**src/rtl/power_cycle_ctrl.sv**
```systemverilog
// power_cycle_ctrl: microwave oven sequencing FSM.
// Handles start/stop/power buttons, the door interlock, power-level slot
// modulation of the magnetron and the end-of-cook beep.
// Build option: define POWER_CYCLE_CTRL_BEEP_EN to get an audible DONE phase
// lasting BEEP_CYCLES clocks; without it DONE lasts one cycle and beep is 0.
// No handshakes: all inputs are level samples, all outputs are levels except
// timer_clear, which is a registered one-cycle pulse.
module power_cycle_ctrl #(
  parameter int SLOT_CYCLES = 100,
  parameter int BEEP_CYCLES = 300
) (
  input  logic       clk,
  input  logic       clearn,
  input  logic       startn,
  input  logic       stopn,
  input  logic       door_closed,
  input  logic       power_keyn,
  input  logic [9:0] keypad,
  input  logic       timer_zero,
  output logic       timer_en,
  output logic       timer_clear,
  output logic       mag_on,
  output logic       beep,
  output logic [3:0] power_level,
  output logic [2:0] state
);

  localparam logic [2:0] S_IDLE    = 3'd0;
  localparam logic [2:0] S_SET_PWR = 3'd1;
  localparam logic [2:0] S_COOK    = 3'd2;
  localparam logic [2:0] S_PAUSE   = 3'd3;
  localparam logic [2:0] S_DONE    = 3'd4;

  localparam logic [9:0] CYC_LAST = 10'(SLOT_CYCLES - 1);

  // Reject illegal parameter values at elaboration time.
  if (SLOT_CYCLES < 2 || SLOT_CYCLES > 1023 || BEEP_CYCLES < 1 || BEEP_CYCLES > 1023) begin : g_bad_params
    $error("power_cycle_ctrl: SLOT_CYCLES or BEEP_CYCLES out of range");
  end

  logic [2:0] state_q, state_d;
  logic [3:0] level_q, level_d;
  logic [9:0] cyc_q, cyc_d;
  logic [3:0] slot_q, slot_d;
  logic       timer_clear_q, timer_clear_d;
  logic       start_prev_q, stop_prev_q, pwr_prev_q;

  logic       start_edge, stop_edge, pwr_edge;
  logic       zero_cnt;
  logic       key_one_hot;
  logic [3:0] key_level;
  logic       done_expired;

  // A press is the first cycle the button reads low after reading high.
  assign start_edge = start_prev_q & ~startn;
  assign stop_edge  = stop_prev_q  & ~stopn;
  assign pwr_edge   = pwr_prev_q   & ~power_keyn;

  // Keypad decode: exactly one key down selects a level, digit 0 means 10.
  always_comb begin
    key_one_hot = (keypad != 10'd0) && ((keypad & (keypad - 10'd1)) == 10'd0);
    key_level   = 4'd10;
    for (int i = 1; i < 10; i++) begin
      if (keypad[i]) key_level = 4'(i);
    end
  end

`ifdef POWER_CYCLE_CTRL_BEEP_EN
  logic [9:0] done_cnt_q, done_cnt_d;

  // DONE dwell counter: restarts every time DONE is entered.
  always_comb begin
    done_cnt_d = (state_q == S_DONE) ? done_cnt_q + 10'd1 : 10'd0;
  end

  // DONE dwell counter register.
  always_ff @(posedge clk or negedge clearn) begin
    if (!clearn) done_cnt_q <= 10'd0;
    else         done_cnt_q <= done_cnt_d;
  end

  assign done_expired = (done_cnt_q == 10'(BEEP_CYCLES - 1));
  assign beep         = (state_q == S_DONE);
`else
  assign done_expired = 1'b1;
  assign beep         = 1'b0;
`endif

  // Next state, power level and clear pulse; stop beats start beats power.
  // A start press in IDLE wins over a coincident power press even when the
  // door or timer keeps it from starting the cook.
  always_comb begin
    state_d       = state_q;
    level_d       = level_q;
    timer_clear_d = 1'b0;
    zero_cnt      = 1'b0;
    case (state_q)
      S_IDLE: begin
        if (stop_edge) begin
          timer_clear_d = 1'b1;
        end else if (start_edge) begin
          if (door_closed && !timer_zero) begin
            state_d  = S_COOK;
            zero_cnt = 1'b1;
          end
        end else if (pwr_edge) begin
          state_d = S_SET_PWR;
        end
      end
      S_SET_PWR: begin
        if (stop_edge) begin
          state_d = S_IDLE;
        end else if (key_one_hot) begin
          level_d = key_level;
          state_d = S_IDLE;
        end
      end
      S_COOK: begin
        if (stop_edge || !door_closed) state_d = S_PAUSE;
        else if (timer_zero)           state_d = S_DONE;
      end
      S_PAUSE: begin
        if (stop_edge) begin
          state_d       = S_IDLE;
          timer_clear_d = 1'b1;
        end else if (start_edge && door_closed) begin
          state_d = S_COOK;
        end
      end
      S_DONE: begin
        if (stop_edge || !door_closed || done_expired) state_d = S_IDLE;
      end
      default: state_d = S_IDLE;
    endcase
  end

  // Slot modulation counters: advance only while cooking, zeroed on a fresh start.
  always_comb begin
    cyc_d  = cyc_q;
    slot_d = slot_q;
    if (zero_cnt) begin
      cyc_d  = 10'd0;
      slot_d = 4'd0;
    end else if (state_q == S_COOK) begin
      if (cyc_q == CYC_LAST) begin
        cyc_d  = 10'd0;
        slot_d = (slot_q == 4'd9) ? 4'd0 : slot_q + 4'd1;
      end else begin
        cyc_d = cyc_q + 10'd1;
      end
    end
  end

  // State, level, counters, clear pulse and button history registers.
  always_ff @(posedge clk or negedge clearn) begin
    if (!clearn) begin
      state_q       <= S_IDLE;
      level_q       <= 4'd10;
      cyc_q         <= 10'd0;
      slot_q        <= 4'd0;
      timer_clear_q <= 1'b0;
      start_prev_q  <= 1'b1;
      stop_prev_q   <= 1'b1;
      pwr_prev_q    <= 1'b1;
    end else begin
      state_q       <= state_d;
      level_q       <= level_d;
      cyc_q         <= cyc_d;
      slot_q        <= slot_d;
      timer_clear_q <= timer_clear_d;
      start_prev_q  <= startn;
      stop_prev_q   <= stopn;
      pwr_prev_q    <= power_keyn;
    end
  end

  // Door acts combinationally on the magnetron so opening it cuts power at once.
  assign mag_on      = (state_q == S_COOK) && (slot_q < level_q) && door_closed;
  assign timer_en    = (state_q == S_COOK);
  assign timer_clear = timer_clear_q;
  assign power_level = level_q;
  assign state       = state_q;

endmodule
```
**config.mk**
```make
export PLATFORM = sky130hd
export DESIGN_NAME = power_cycle_ctrl
export DESIGN_NICKNAME = d
export VERILOG_FILES = /design/src/rtl/power_cycle_ctrl.sv
export SDC_FILE = /design/constraint.sdc
export NUM_CORES = 1
export LEC_CHECK = 0
export CAP_MARGIN = 5
export CORE_MARGIN = 2
export CORE_UTILIZATION = 26
export DETAILED_ROUTE_END_ITERATION = 7
export DONT_BUFFER_PORTS = 1
export PLACE_DENSITY = 0.43
export REMOVE_ABC_BUFFERS = 1
export SYNTH_ARGS = -nofsm -noshare
export SYNTH_HDL_FRONTEND = slang
export SYNTH_SLANG_ARGS = --single-unit
```
**constraint.sdc**
```tcl
create_clock -name clk -period 5.7 [get_ports clk]
set_clock_uncertainty 0.05 [all_clocks]
set_input_delay 0.855 -clock clk [delete_from_list [all_inputs] [get_ports clk]]
set_output_delay 0.855 -clock clk [all_outputs]
set_load 0.05 [all_outputs]
```
* After elaboration in Yosys (flattened, before gate mapping)
Index checks and enable logic that the tools add are counted.
** Word-level totals
- Bits in latches :: 0
- Bits of input ports :: 17
- Memory bits (writable) :: 0
- Bits in read-only memories :: 0
- Output and inout bits :: 11
- Register bits after elaboration :: 25
- Memories kept :: 0
** Cells by class
- Mux-type cells :: 33
- Multipliers :: 0
- $lt $le $gt $ge :: 1
- Reductions and logical operators :: 17
- Div/mod/pow operators :: 0
- Equal/unequal tests :: 11
- Add/subtract/negate cells :: 3
- Shifts and indexed selects :: 0
- Bitwise logic cells :: 8
** Operator list (count)
- two-way mux 4 bit :: 13
- two-way mux 10 bit :: 3
- two-way mux 3 bit :: 10
- inequality test 3 bit, second input constant :: 4
- case mux 3 bit (4 select lines) :: 1
- adder 10 x 1 -> 10 bit, second input constant :: 1
- bitwise AND 10 bit :: 1
- equality test 10 x 7 -> 1 bit, second input constant :: 1
- zero test 10 bit :: 1
- nonzero test 10 bit :: 1
- subtractor 10 x 1 -> 10 bit, second input constant :: 1
- equality test 3 x 2 -> 1 bit, second input constant :: 2
- two-way mux 1 bit :: 6
- AND reduction 6 bit :: 1
- logical AND 1 bit :: 5
- adder 4 x 1 -> 4 bit, second input constant :: 1
- equality test 4 bit, second input constant :: 1
- < comparator 4 bit :: 1
- inverter 1 bit :: 4
- nonzero test 2 bit :: 2
- bitwise AND 1 bit :: 3
- equality test 3 x 1 -> 1 bit, second input constant :: 1
- zero test 3 bit :: 1
- inequality test 3 x 2 -> 1 bit, second input constant :: 1
- 6 further kinds :: 7

* Logic depth before layout (Yosys ltp)
- Depth in word-level cells :: 9
- Depth in mapped cells :: 7
- Mapped depth without buffers :: 7

* Worst setup path after synthesis
Ideal clock, no wire load.
- Kind :: register to output
- From :: register level_q[1] (netlist: power_level[1])
- To :: output port mag_on
- Slack :: 0.969 ns
- Cell stages (with the launch flop) :: 6
- Data arrival time :: 3.826 ns
- Required time :: 4.795 ns
- Buffers on the path :: 0
- Cell sequence :: dfstp_2 inv_1 ha_1 a21o_1 a21o_1 a2111oi_0
** Between the ends
- Word-level cells in the longest chain between the ends :: 3
** Ends and longest elaborated chain
- from (decl) :: line 42 : logic [3:0] level_q, level_d;
- from (signal assigned) :: line 167 : level_q <= level_d;
- < comparator 4 bit :: line 178 : assign mag_on = (state_q == S_COOK) && (slot_q < level_q) && door_closed;
- logical AND 1 bit (2 in a row) :: line 178
- to (decl) :: line 22 : output logic mag_on,
Every way passes these cells.

* Final worst setup path
Ends and elaborated chain as after synthesis.

==> metrics.log <==
INFO  metric drt_via_density = 5.46
INFO  metric netlist.top_cell.by_area = dfrtp_1
INFO  metric proportion_of_netlist_area_held_by_the_largest_area_contributor = 0.309
INFO  metric placed_cell_area = 1700 sq um
INFO  metric instance_count_of_the_mapped_netlist = 180
INFO  metric tritoncts = yes
INFO  metric clk_root_buffer_cell = clkbuf_8
INFO  metric peak_freq = 309 MHz
INFO  metric areaGrowthSynthToFinish = 7.80%
INFO  metric run_status = finished, final reports clean
INFO  metric critPathLaunchType = flip-flop
INFO  metric synth_sequential_area_ratio = 0.390
INFO  metric r2r-end = slot_q[1]
INFO  metric use_met3 = 0.0447
INFO  metric worstHoldPathType = input pin to asynchronous set/reset pin
INFO  metric ctsLongestPathBuffers = 2
INFO  metric crit_required = 4.80 ns
INFO  metric worst_r2r_path_depth = 5
INFO  metric drt_iter0_markers = 82
INFO  metric cts_resized = 0
INFO  metric report.final.setup_viol = 0
INFO  metric die_height = 82.9 microns
INFO  metric num-nets-final = 205
INFO  metric synth-main-ff-cell = dfrtp_1
INFO  metric drv_cap = 0
INFO  metric clock_tree.htree_level_count = 1
INFO  metric grt_pass1_wl = 6.73 mm
INFO  metric postLayoutCoreUtil = 0.293
INFO  metric grt_pass1_vias = 1423
INFO  metric power_density = 390 nW/um^2
INFO  metric grt.total_usage = 0.118
INFO  metric number_of_sinks_handled_by_clock_tree_synthesis = 25
INFO  metric timing.final.crit_share = 0.567
INFO  metric crit_path_max_fanout = 3
INFO  metric numCtsBuffers = 3
INFO  metric hpwl = 2.96 mm
INFO  metric routed-via-count = 1397
INFO  metric final-max-slew-violation-count = 0
INFO  metric ant_nets = 0
INFO  metric grt_antenna_before_repair = 0
INFO  metric number_of_enable_type_register_cells_in_the_synthesized_netlist = 0
INFO  metric core = 5960 sq um
INFO  metric full_die_area = 6880 sq um
INFO  metric yosys.cell_count.top_type = dfrtp_1
INFO  metric criticalPathCategory = flip-flop to output port
INFO  metric drive_above_1_share = 0.0939
INFO  metric crit_path_start = power_level[1]
INFO  metric busiest_layer = met2
INFO  metric initial_utilization = 0.272
INFO  metric finalWirelength = 3.93 mm
INFO  metric fin_area = 1750 sq um
INFO  metric ant_diodes = 0
INFO  metric die_w = 82.9 microns
INFO  metric grt_max_degree = 26
INFO  metric instances_no_fill = 256
INFO  metric crit_path_end_kind = output port
INFO  metric cts.clk_slew.worst_paths = 0.09 ns
INFO  metric detail_route.wl_per_cell = 15.4 microns
INFO  metric ff_latch_count_synth = 25
INFO  metric buffer_ports.inserted = 0
INFO  metric count_of_endpoints_failing_hold_in_the_final_timing_report = 0
INFO  metric final_period_minus_worst_setup_slack = 3.23 ns
INFO  metric total_iterations_of_the_first_detailed_routing_run = 5
INFO  metric worst_ep_arrival_time = 2.33 ns
INFO  metric power_leakage = 0.768 nW
INFO  metric synthArstFlopShare = 1.00
INFO  metric top_area_cells_in_the_synthesized_netlist = dfrtp_1 (31%), dfstp_2 (8.1%), ha_1 (4.6%)
INFO  metric netlist_area = 1620 sq um
INFO  metric peakVddDrop = 0.158 mV
INFO  metric totalNegativeSetupSlack = 0 ns
INFO  metric synth.lib_cells_used.distinct = 52
INFO  metric cts.repair_timing.setup_buffer_count = 0
INFO  metric layout.filler_cells = 628
INFO  metric rows = 28
INFO  metric finalWeightedCongestion = 0.855
INFO  metric setup.reg_to_reg.worst_slack = 3.06 ns
INFO  metric synth.top_cells.by_count = dfrtp_1 (20), nor2_1 (18), nand2_1 (12), o21ai_0 (12), inv_1 (11)
INFO  metric ctsHoldBuffers = 0
INFO  metric reg2reg_from = state[1]
INFO  metric synth_area_per_cell = 9.00 sq um
INFO  metric slew_headroom = 0.481
INFO  metric drc = 0
INFO  metric m1_gr_usage = 0.137
INFO  metric worstSkewPairLatency = 0.27 ns
INFO  metric worstMarginPinSlew = 0.779 ns
INFO  metric synth.yosys.warnings = 0
INFO  metric unrepaired_setup_endpoints_after_global_routing = no
INFO  metric sum_of_overflow_across_all_layers_after_global_routing = 0
INFO  metric ios = 28
INFO  metric gr_layer_usage_met2 = 0.199
INFO  metric post-place-cells = 252
[cell usage in the layout, fill, tap and decap left out, drive strengths merged, types with 5 or more instances in the layout]
cell   Yosys  layout
dfrtp     20      20
nor2      18      18
nand2     12      12
o21ai     12      12
inv       12      12
nor3      10      10
ha         6       6
and3       5       5
dfstp      5       5
[state kept, by name, indices dropped and copies added (netlist names)]
name,count
cyc_q,10
power_level,4
slot_q,4
state,3
pwr_prev_q,1
start_prev_q,1
stop_prev_q,1
timer_clear,1
[worst max-delay path by stage]
stage,slack [ns],end,cells past startpoint
2_1_floorplan,0.97,mag_on,5
3_5_place_dp,2.77,mag_on,6
5_1_grt,2.38,mag_on,6
6_report,2.47,mag_on,6
4_1_cts,2.45,mag_on,6
3_3_place_gp,2.80,mag_on,6
[per-stage QoR]
stage	power, mW	worst slack [ns]	hold WS (ns)
final	0.681	2.47	0.217
after detailed placement	0.580	2.77	0.471
after global routing	0.740	2.38	0.192
after global placement	0.570	2.80	0.463
after CTS	0.693	2.45	0.204
after floorplan	0.516	0.969	0.431
[worst max-delay path: stages (launching register included)]
cell and delay [ns]:
dfstp_2 0.71, inv_1 0.08, ha_1 0.29, a21o_1 0.16, a21o_1 0.18, a2111oi_2 0.37
buf_4 0.26
[power by group]
part	switching, mW	total [mW]	internal [mW]
sequential	0.112	0.338	0.225
clock	0.0555	0.105	0.0500
combinational	0.135	0.238	0.103
[area by class of cell]
class / count / area [sq um] / share of cell area
flip-flops and latches: 25 / 632 / 0.362
well taps: 75 / 93.8 / 0.0537
inverters: 12 / 45.0 / 0.0258
repair buffers: 1 / 7.51 / 0.00430
multi-input cells: 139 / 923 / 0.529
clock buffers: 4 / 45.0 / 0.0258
[routing by layer]
layer | vias to the layer above | wire, microns
met5 | - | 0
met4 | 0 | 56
met3 | 6 | 288
met2 | 48 | 1940
met1 | 671 | 1640
li1 | 672 | -
[cell families (layout without fill, tap and decap cells)]
| group | count (synthesis) | after routing | synth area share |
|---|---|---|---|
| multiplexers | 3 | 3 | 0.0216 |
| flip-flops | 25 | 25 | 0.390 |
| other | 1 | 1 | 0.00231 |
| AO/OA/AOI/OAI | 48 | 48 | 0.215 |
| adder cells (fa/ha/maj) | 7 | 7 | 0.0525 |
| AND/OR/NAND/NOR | 76 | 76 | 0.253 |
| XOR/XNOR | 4 | 4 | 0.0216 |
| buffers and inverters | 16 | 17 | 0.0440 |
Note: power is estimated with default switching activity, not from simulation.
==> RTL change, RTL diff (same flow settings) <==
The option `POWER_CYCLE_CTRL_BEEP_EN` is turned on by a define.
--- a/src/rtl/power_cycle_ctrl.sv
+++ b/src/rtl/power_cycle_ctrl.sv
@@ -7,2 +7,4 @@
 // timer_clear, which is a registered one-cycle pulse.
+`define POWER_CYCLE_CTRL_BEEP_EN
+
 module power_cycle_ctrl #(
Check against the original RTL: not equivalent (Yosys sat finds a counterexample within 4 cycles, from zero or initial values).
==> RTL change against the original RTL <==
  * Worst hold slack got worse by 12 ps
  * Power increased by 28%
  * Sequential cell count increased by 10
  * Final area increased by 34%
  * Area after synthesis increased by 29%
  * Setup slack improved by 120 ps
  * Wire length increased by 20%
  * Critical path depth unchanged
==> RTL change: results (changes against the original RTL) <==
Outcome
  • Status: finished clean

Power
  • Total combinational power: 213 µW (-11%)
  • Worst VDD drop: 0.0001234 V (-22%)
  • Sequential Power: 394 µW (+17%)
  • Leak: 0.0009745 µW (+27%)
  • Sw Ratio: 36.27% (-8.2 points)
  • Internal power: 556.2 µW (+47%)

Place
  • Final HPWL DP: 3386 µm (+14%)
  • # placed instances: 324 (+29%)
  • Placer Congestion: 0.7014 (-18%)
  • Setup WS pre-CTS: 2889 ps (+122.5 ps)
  • Post-DP Area: 0.002211 mm² (+30%)

Critical path
  • FF-to-FF path depth: 5 (unchanged)
  • CP arrival: 2210 ps (-120 ps)
  • Largest stage delay on the critical path: 690 ps (-20 ps)
  • Maximum fanout along the worst path: 2 (-1)
  • Worst R2R Start: state[0]$_DFFE_PN0P_
  • CP max stage cell: dfstp_2
  • R2R setup slack: 3180 ps (+120 ps)

Logic synthesis
  • Mux contribution to synthesized area: 1.913% (-0.25 points)
  • Post-synthesis sequential area ratio: 42.14% (+3.1 points)
  • Dominant cells by area after synthesis: dfrtp_1 (36%), dfstp_2 (6.3%), o21ai_1 (4.3%), ha_1 (4.2%), nand2_1 (3.0%)
  • Compound-cell area share of the yosys netlist: 16.86% (-4.7 points)
  • Adder-Cell Fraction of Synth Area: 4.662% (-0.59 points)
  • Xor-xnor portion of the synthesized cell area: 4.184% (+2.0 points)
  • Synth cell count leaders: dfrtp_1 (30), o21ai_1 (18), nand2_1 (17), nor2_1 (15), nor3_1 (11)
  • Yosys cell types: 53 (+1.9%)
  • Mapped Cells: 225 (+25%)

Detailed routing
  • M1 WL: 2309 µm (+41%)
  • Final WL: 4709 µm (+20%)
  • WL met2: 2099 µm (+8.0%)
  • WL met3: 235 µm (-18%)
  • Vias/cell: 4.961 (-9.1%)
  • Initial DRC count: 49 (-40%)
  • 1st-pass router iterations: 4 (-1)

Timing
  • Fin crit share: 54.65% (-2.0 points)
  • Final Hold Fails: 0 (unchanged)
  • Max-slew headroom: 50.82% (+2.7 points)

GRT
  • First-pass GRT wire length: 7762 µm (+15%)
  • Met3 Resource Use GR: 3.371% (-1.1 points)
  • Met1 Resource Use GR: 14.84% (+1.1 points)
  • All-Layer GR Usage: 11.41% (-0.40 points)
  • Number of global-route vias before repair: 1624 (+14%)
  • GR Util met2: 17.86% (-2.1 points)
  • Pin count of the biggest net entering global routing: 36 (+38%)

Layout
  • Layout cells sized above 1: 10.00% (+0.61 points)
  • Largest registers: cyc_q (10), done_cnt_q (10)
  • # nets final: 253 (+23%)
  • Post-Layout Cell Count: 332 (+30%)
  • Antenna cell count: 0 (unchanged)

Clocking
  • H-Tree Depth: 2 (+1)
  • Later-pin clock latency in the skew report: 290 ps (+20 ps)
  • Total CTS buffers: 5 (+2)
  • Clock slew at reported path FFs: 70 ps (-20 ps)
RTL change: changes by cell type after synthesis, sizes merged, moves of 3 or more:
cell and delta:
a31oi +3, or3 +4, nand2 +5, o21ai +10
a21oi +5, nor4b +3, o2111ai -3, xor2 +3
and4 +4, xnor2 +3, dfrtp +10, nand3 +3
RTL change: worst min path at each step:
stage / to / slack, ps / cells past startpoint
4_1_cts: done_cnt_q[9]$_DFF_PN0_ / 190 / 0
3_5_place_dp: done_cnt_q[0]$_DFF_PN0_ / 430 / 1
6_report: slot_q[3]$_DFFE_PN0P_ / 200 / 0
2_1_floorplan: done_cnt_q[0]$_DFF_PN0_ / 400 / 1
5_1_grt: done_cnt_q[3]$_DFF_PN0_ / 170 / 0
3_3_place_gp: done_cnt_q[0]$_DFF_PN0_ / 430 / 1
RTL change: layout make-up:
cell class                 instances  area (µm²)
clock buffer                       6       72.57
clock inverter                     2       60.06
fill                             841        5424
inverter                          12       45.04
multi-input combinational        174        1149
sequential                        35       882.1
tap                              102       127.6
timing repair buffer               1       7.507
